File: config.mk
export PLATFORM = sky130hd
export DESIGN_NAME = ascii_tile_mapper
export DESIGN_NICKNAME = d
export VERILOG_FILES = /design/src/rtl/ascii_pkg.sv /design/src/rtl/ascii_ramp_lut.sv /design/src/rtl/ascii_tile_mapper.sv
export SDC_FILE = /design/constraint.sdc
export NUM_CORES = 1
export LEC_CHECK = 0
export CAP_MARGIN = 20
export CORE_UTILIZATION = 57
export DETAILED_ROUTE_END_ITERATION = 12
export DONT_BUFFER_PORTS = 1
export PLACE_DENSITY = 0.81
export SYNTH_ARGS = -nofsm -noshare
export SYNTH_HDL_FRONTEND = slang
export SYNTH_SLANG_ARGS = --single-unit
File: constraint.sdc
create_clock -name PCLK -period 5.9 [get_ports PCLK]
set_input_delay 1.18 -clock PCLK [delete_from_list [all_inputs] [get_ports PCLK]]
set_output_delay 1.18 -clock PCLK [all_outputs]
set_load 0.01 [all_outputs]
File: src/rtl/ascii_pkg.sv
// Shared constants, FSM state type and brightness ramp for the ASCII tile mapper.
package ascii_pkg;

   localparam int COLS_DEF   = 640;
   localparam int ROWS_DEF   = 480;
   localparam int TILE_W_DEF = 8;
   localparam int TILE_H_DEF = 16;

   localparam int TILES_X  = COLS_DEF / TILE_W_DEF;
   localparam int TILES_Y  = ROWS_DEF / TILE_H_DEF;
   localparam int TILE_PIX = TILE_W_DEF * TILE_H_DEF;

   typedef enum logic [2:0] {
      S_IDLE,
      S_FETCH,
      S_DRAIN,
      S_WRITE,
      S_DONE
   } state_t;

   // Darkest (index 0) to brightest (index 15): " .,:;-~=+*coO#%@"
   localparam byte RAMP [16] = '{
      8'h20, 8'h2E, 8'h2C, 8'h3A, 8'h3B, 8'h2D, 8'h7E, 8'h3D,
      8'h2B, 8'h2A, 8'h63, 8'h6F, 8'h4F, 8'h23, 8'h25, 8'h40
   };

endpackage

File: src/rtl/ascii_ramp_lut.sv
// Combinational map from a 4-bit mean brightness level to its ASCII glyph.
module ascii_ramp_lut
   import ascii_pkg::*;
(
   input  logic [3:0] level,
   output logic [7:0] ascii
);

   assign ascii = RAMP[level];

endmodule

File: src/rtl/ascii_tile_mapper.sv
// Walks the 4bpp frame buffer tile by tile, averages each tile and writes one
// ASCII character per tile into the character buffer.
//
// state | meaning
// IDLE  | waiting for start
// FETCH | issuing one pixel read per cycle for the current tile
// DRAIN | no read issued; last pixel of the tile is accumulated
// WRITE | character write strobe for the finished tile
// DONE  | one-cycle done pulse, back to IDLE
module ascii_tile_mapper
   import ascii_pkg::*;
#(
   parameter int COLS   = COLS_DEF,
   parameter int ROWS   = ROWS_DEF,
   parameter int TILE_W = TILE_W_DEF,
   parameter int TILE_H = TILE_H_DEF
) (
   input  logic        PCLK,
   input  logic        reset_n,
   input  logic        start,
   output logic        busy,
   output logic        done,
   output logic [31:0] fb_addr,
   output logic        fb_en,
   input  logic [3:0]  fb_dout,
   output logic [11:0] char_addr,
   output logic [7:0]  char_data,
   output logic        char_we
);

   localparam int TX      = COLS / TILE_W;
   localparam int TY      = ROWS / TILE_H;
   localparam int TP      = TILE_W * TILE_H;
   localparam int AW      = $clog2(TP * 15 + 1);
   localparam int TP_LOG2 = $clog2(TP);
   localparam int PXW     = (TILE_W > 1) ? $clog2(TILE_W) : 1;
   localparam int PYW     = (TILE_H > 1) ? $clog2(TILE_H) : 1;

   logic [1:0]     r_rst_sync;
   logic           w_rst_n;
   state_t         r_state;
   logic [PXW-1:0] r_px, w_px_n;
   logic [PYW-1:0] r_py, w_py_n;
   logic [11:0]    r_tile_row, r_tile_col, w_trow_n, w_tcol_n;
   logic [AW-1:0]  r_acc, w_acc_sum;
   logic           r_vld;
   logic           r_busy, r_done, r_fb_en, r_char_we;
   logic [31:0]    r_fb_addr, w_addr_n;
   logic [11:0]    r_char_addr;
   logic [7:0]     r_char_data, w_ascii;
   logic           w_px_last, w_py_last, w_tile_last;

   // Reset asserts immediately but releases on a clock edge.
   always_ff @(posedge PCLK or negedge reset_n) begin
      if (!reset_n) r_rst_sync <= '0;
      else          r_rst_sync <= {r_rst_sync[0], 1'b1};
   end
   assign w_rst_n = r_rst_sync[1];

   assign w_px_last   = (r_px == PXW'(TILE_W - 1));
   assign w_py_last   = (r_py == PYW'(TILE_H - 1));
   assign w_tile_last = (r_tile_row == 12'(TY - 1)) && (r_tile_col == 12'(TX - 1));
   assign w_acc_sum   = r_acc + (r_vld ? AW'(fb_dout) : AW'(0));

   // Counter values for the next issued pixel; outside FETCH/WRITE this is the frame origin.
   always_comb begin
      w_px_n   = '0;
      w_py_n   = '0;
      w_trow_n = '0;
      w_tcol_n = '0;
      case (r_state)
         S_FETCH: begin
            w_trow_n = r_tile_row;
            w_tcol_n = r_tile_col;
            w_py_n   = r_py;
            if (w_px_last) begin
               w_py_n = r_py + 1'b1;
            end else begin
               w_px_n = r_px + 1'b1;
            end
         end
         S_WRITE: begin
            if (r_tile_col == 12'(TX - 1)) begin
               w_trow_n = r_tile_row + 12'd1;
            end else begin
               w_trow_n = r_tile_row;
               w_tcol_n = r_tile_col + 12'd1;
            end
         end
         default: ;
      endcase
      w_addr_n = (32'(w_trow_n) * TILE_H + 32'(w_py_n)) * COLS
               + 32'(w_tcol_n) * TILE_W + 32'(w_px_n);
   end

   ascii_ramp_lut u_ramp (
      .level (w_acc_sum[TP_LOG2 +: 4]),
      .ascii (w_ascii)
   );

   always_ff @(posedge PCLK or negedge w_rst_n) begin
      if (!w_rst_n) begin
         r_state     <= S_IDLE;
         r_px        <= '0;
         r_py        <= '0;
         r_tile_row  <= '0;
         r_tile_col  <= '0;
         r_acc       <= '0;
         r_vld       <= 1'b0;
         r_busy      <= 1'b0;
         r_done      <= 1'b0;
         r_fb_en     <= 1'b0;
         r_fb_addr   <= '0;
         r_char_we   <= 1'b0;
         r_char_addr <= '0;
         r_char_data <= '0;
      end else begin
         r_vld <= r_fb_en;
         if (r_vld) r_acc <= w_acc_sum;
         case (r_state)
            S_IDLE: begin
               if (start) begin
                  r_state     <= S_FETCH;
                  r_busy      <= 1'b1;
                  r_fb_en     <= 1'b1;
                  r_fb_addr   <= w_addr_n;
                  r_px        <= w_px_n;
                  r_py        <= w_py_n;
                  r_tile_row  <= w_trow_n;
                  r_tile_col  <= w_tcol_n;
                  r_acc       <= '0;
                  r_char_addr <= '0;
               end
            end
            S_FETCH: begin
               if (w_px_last && w_py_last) begin
                  r_state <= S_DRAIN;
                  r_fb_en <= 1'b0;
               end else begin
                  r_px      <= w_px_n;
                  r_py      <= w_py_n;
                  r_fb_addr <= w_addr_n;
               end
            end
            S_DRAIN: begin
               r_state     <= S_WRITE;
               r_char_we   <= 1'b1;
               r_char_data <= w_ascii;
            end
            S_WRITE: begin
               r_char_we <= 1'b0;
               r_acc     <= '0;
               if (w_tile_last) begin
                  r_state <= S_DONE;
                  r_done  <= 1'b1;
               end else begin
                  r_state     <= S_FETCH;
                  r_fb_en     <= 1'b1;
                  r_fb_addr   <= w_addr_n;
                  r_px        <= w_px_n;
                  r_py        <= w_py_n;
                  r_tile_row  <= w_trow_n;
                  r_tile_col  <= w_tcol_n;
                  r_char_addr <= r_char_addr + 12'd1;
               end
            end
            S_DONE: begin
               r_state <= S_IDLE;
               r_done  <= 1'b0;
               r_busy  <= 1'b0;
            end
            default: r_state <= S_IDLE;
         endcase
      end
   end

   assign busy      = r_busy;
   assign done      = r_done;
   assign fb_en     = r_fb_en;
   assign fb_addr   = r_fb_addr;
   assign char_we   = r_char_we;
   assign char_addr = r_char_addr;
   assign char_data = r_char_data;

endmodule

==> flow_summary_export.csv <==
group,metric,value,unit
cells_and_area,final_area,6740,um2
detailed_routing,routed_via_density,6.14,
synth,synth-seq-cells,95,
sta,fmax,0.197,GHz
floorplan,die_area,11700,um2
floorplan,die_w,108,um
place,place.gp.congestion,0.868,
floorplan,io_pins,63,
grt,grt-ovfl-total,0,
cells_and_area,synthToLayoutAreaGrowth,4.89,%
sta,worst_slew_pin_slew,1.03,ns
detailed_routing,drc,0,
cells_and_area,multiInputGateArea,3850,um2
clocking,numCtsBuffers,9,
setup_path,worstPathCellList,"nand2_1 > nor2_1 > buf_4 > nand2_1 > inv_1 > ha_1 > ha_1 > fa_1 > a211oi_1 > o211ai_1 > a21boi_0 > nor3_1 > or4b_4 > and2_4 > or4b_1 > a31oi_1",
power,p_total,2.88,mW
floorplan,dieHeight,108,um
sta,min_period_over_period,86.1,%
synth,syn_inst,730,
run_status,status,"finished clean",
setup_path,rrSetupSlack,0.82,ns
floorplan,start_util,59.0,%
cells_and_area,utilization,61.9,%
detailed_routing,drt_iter0_drc,415,
clocking,clock_tree.root_cell,"clkbuf_8",
floorplan,core-area,10900,um2
clocking,clock_sinks,95,
synth,yosys.area.top_type_share,37.0,%
cells_and_area,fillCellCount,903,
sta,skew,0.00837,ns
synth,synth_warnings,0,
sta,setup_viol,0,
worst_hold_path,min_path_type,"flip-flop to asynchronous set/reset pin",
setup_path,cp-end-kind,"flip-flop",
cells_and_area,seq_area,2380,um2
sta,finalHoldViolations,0,
setup_path,path_buf_inv,2,
grt,track_usage,25.3,%
power,ir_drop,301,uV
grt,grt_max_degree,59,
grt,grt_first_pass_wirelength,23400,um
cells_and_area,nets,784,
sta,relSlewSlack,31.2,%
sta,tns,0,ns
setup_path,worstSetupStartpoint,"r_state[0]",
synth,synth.largest_area_cell,"dfrtp_1",
job,max-cap-violations,0,
detailed_routing,first_pass_iters,5,
clocking,cts_tree,"built",
synth,synth.most_common_cell,"nand2_1",
setup_path,slowest_stage,"dfrtp_1",
clocking,hold_buffers,0,
place,place_ws,1.04,ns
detailed_routing,wirelength,13900,um
clocking,clkLatencyLatePin,0.38,ns
synth,ys_seq_area_share,37.0,%
setup_path,r2r-start,"r_state[0]",
setup_path,reg2reg_depth,16,
power,p_leak,3.16,nW
detailed_routing,num_vias,5314,
cells_and_area,antennaDiodeCount,0,
clocking,htreeDepth,3,
setup_path,cp.depth,16,
synth,synth_common_cells,"nand2_1, dfrtp_1, o21ai_0",
sta,slew_violations,0,
setup_path,cp_slowest_stage_delay,0.55,ns
clocking,clk_path_buf_depth,2,
sta,rsz0062_at_grt,"no",
sta,min_period,5.08,ns
clocking,post-cts-setup-buffer-count,0,
synth,synth_cell_types,62,
power,power-per-cell-area,427,nW/um2
clocking,path_clk_slew,0.09,ns
setup_path,required,6.20,ns
synth,avgSynthCellArea,8.80,um2
setup_path,r2r_end,"fb_addr[24]",
setup_path,cp-endpoint,"fb_addr[24]",
floorplan,rows,38,
detailed_routing,wl_per_cell,16.1,um
place,port_buffers,0,
place,hpwlAfterDp,10200,um
sta,worst_slack,0.821,ns
setup_path,startpoint_type,"flip-flop",
place,place_area,6510,um2
clocking,cts-resized-gates,0,
synth,synth_edf_count,0,
grt,antenna_found_initial,0,
setup_path,critPathKind,"flip-flop to flip-flop",
synth,syn_area,6420,um2
grt,grt_pass1_vias,5068,
setup_path,worstPathArrival,5.38,ns
synth,synthTopCellsByArea,"dfrtp_1, ha_1, nand2_1",
synth,ys_async_sr_fraction,100,%
detailed_routing,ant_nets,0,
synth,synthFlopType,"dfrtp_1",
setup_path,path_delay_family,"simple AND/OR/NAND/NOR gates",
cells_and_area,drive_gt1_share,5.65,%
setup_path,cp_max_fo,18,
## where the power goes
group | total (mW) | switching (mW) | internal, mW | leakage (nW)
sequential | 1.06 | 0.224 | 0.835 | 1.17
combinational | 1.33 | 0.738 | 0.594 | 1.88
clock | 0.488 | 0.237 | 0.251 | 0.110
total | 2.88 | 1.20 | 1.68 | 3.16
## per-stage QoR
step	cells	hold slack, ns
after detailed placement	849	0.322
final	866	0.296
after floorplan	735	0.331
after global routing	866	0.361
after CTS	865	0.329
after global placement	849	0.302
## worst register-to-register path, cell delays in order, from the launching register on
cell	delay, ns
dfrtp_1	0.55
nand2_1	0.49
nor2_1	0.22
buf_4	0.19
nand2_1	0.12
inv_1	0.10
ha_1	0.23
ha_1	0.23
fa_1	0.44
a211oi_1	0.42
o211ai_1	0.25
a21boi_0	0.31
nor3_1	0.10
or4b_4	0.50
and2_4	0.18
or4b_1	0.50
a31oi_1	0.17
## area by class of cell
| class | count | area share [%] |
|---|---|---|
| multi-input cells | 591 | 57.1 |
| flip-flops and latches | 95 | 35.3 |
| well taps | 140 | 2.60 |
| clock buffers | 11 | 2.10 |
| clock inverters | 5 | 1.21 |
| inverters | 19 | 1.06 |
| repair buffers | 5 | 0.557 |
## cells in the final DEF, fill, tap and decap left out, types with 7 or more instances in the layout
cell type / netlist / final
a211oi_1: 11 / 11
a21o_1: 12 / 12
a21oi_1: 28 / 28
a31oi_1: 8 / 8
and2_1: 11 / 11
and3_1: 10 / 10
clkbuf_8: 0 / 10
conb_1: 2 / 7
dfrtp_1: 95 / 94
ha_1: 53 / 53
inv_1: 18 / 18
mux2_2: 7 / 7
nand2_1: 111 / 111
nand3_1: 11 / 11
nand4_1: 13 / 13
nor2_1: 69 / 69
nor2b_1: 10 / 10
nor3_1: 15 / 15
o211ai_1: 8 / 8
o21ai_0: 79 / 78
o31ai_1: 9 / 9
xnor2_1: 20 / 20
xor2_1: 36 / 36
## how the worst min path moves through the flow
stage	from	endpoint	slack [ns]	cells after the start
2_1_floorplan	r_rst_sync[0]	r_rst_sync[1]	0.33	0
3_3_place_gp	r_rst_sync[1]	r_acc[0]	0.30	0
3_5_place_dp	r_rst_sync[1]	r_acc[2]	0.32	0
4_1_cts	r_rst_sync[1]	r_acc[2]	0.33	0
5_1_grt	r_rst_sync[1]	r_acc[0]	0.36	0
6_report	r_rst_sync[1]	r_acc[2]	0.30	0
## cells by family (layout without fill, tap and decap cells)
logic type	after synthesis	in the layout	share of synthesized area, %
adder cells (fa/ha/maj)	56	56	11.3
flip-flops	95	95	37.0
AO/OA/AOI/OAI	175	175	16.4
AND/OR/NAND/NOR	284	284	21.8
buffers and inverters	49	40	3.35
other	2	7	0.117
XOR/XNOR	56	56	7.64
multiplexers	13	13	2.36
## layer usage
metal / vias up / wire length, um / share of wire [%] / global-route usage, %
li1: 2545 / - / - / -
met1: 2566 / 6340 / 46 / 32.5
met2: 169 / 6550 / 47 / 42.3
met3: 34 / 676 / 4.9 / 4.10
met4: 0 / 349 / 2.5 / 10.5
met5: - / 0 / 0 / 0
## flip-flops by register name, summed over array words and instances (netlist names), 2 cells and up
name / flops
char_data: 7
r_acc: 11
char_addr: 12
fb_addr: 25
r_tile_row: 12
r_tile_col: 12
r_rst_sync: 2
r_state: 3
r_px: 2
r_py: 4
(Power assumes the default switching activity.)
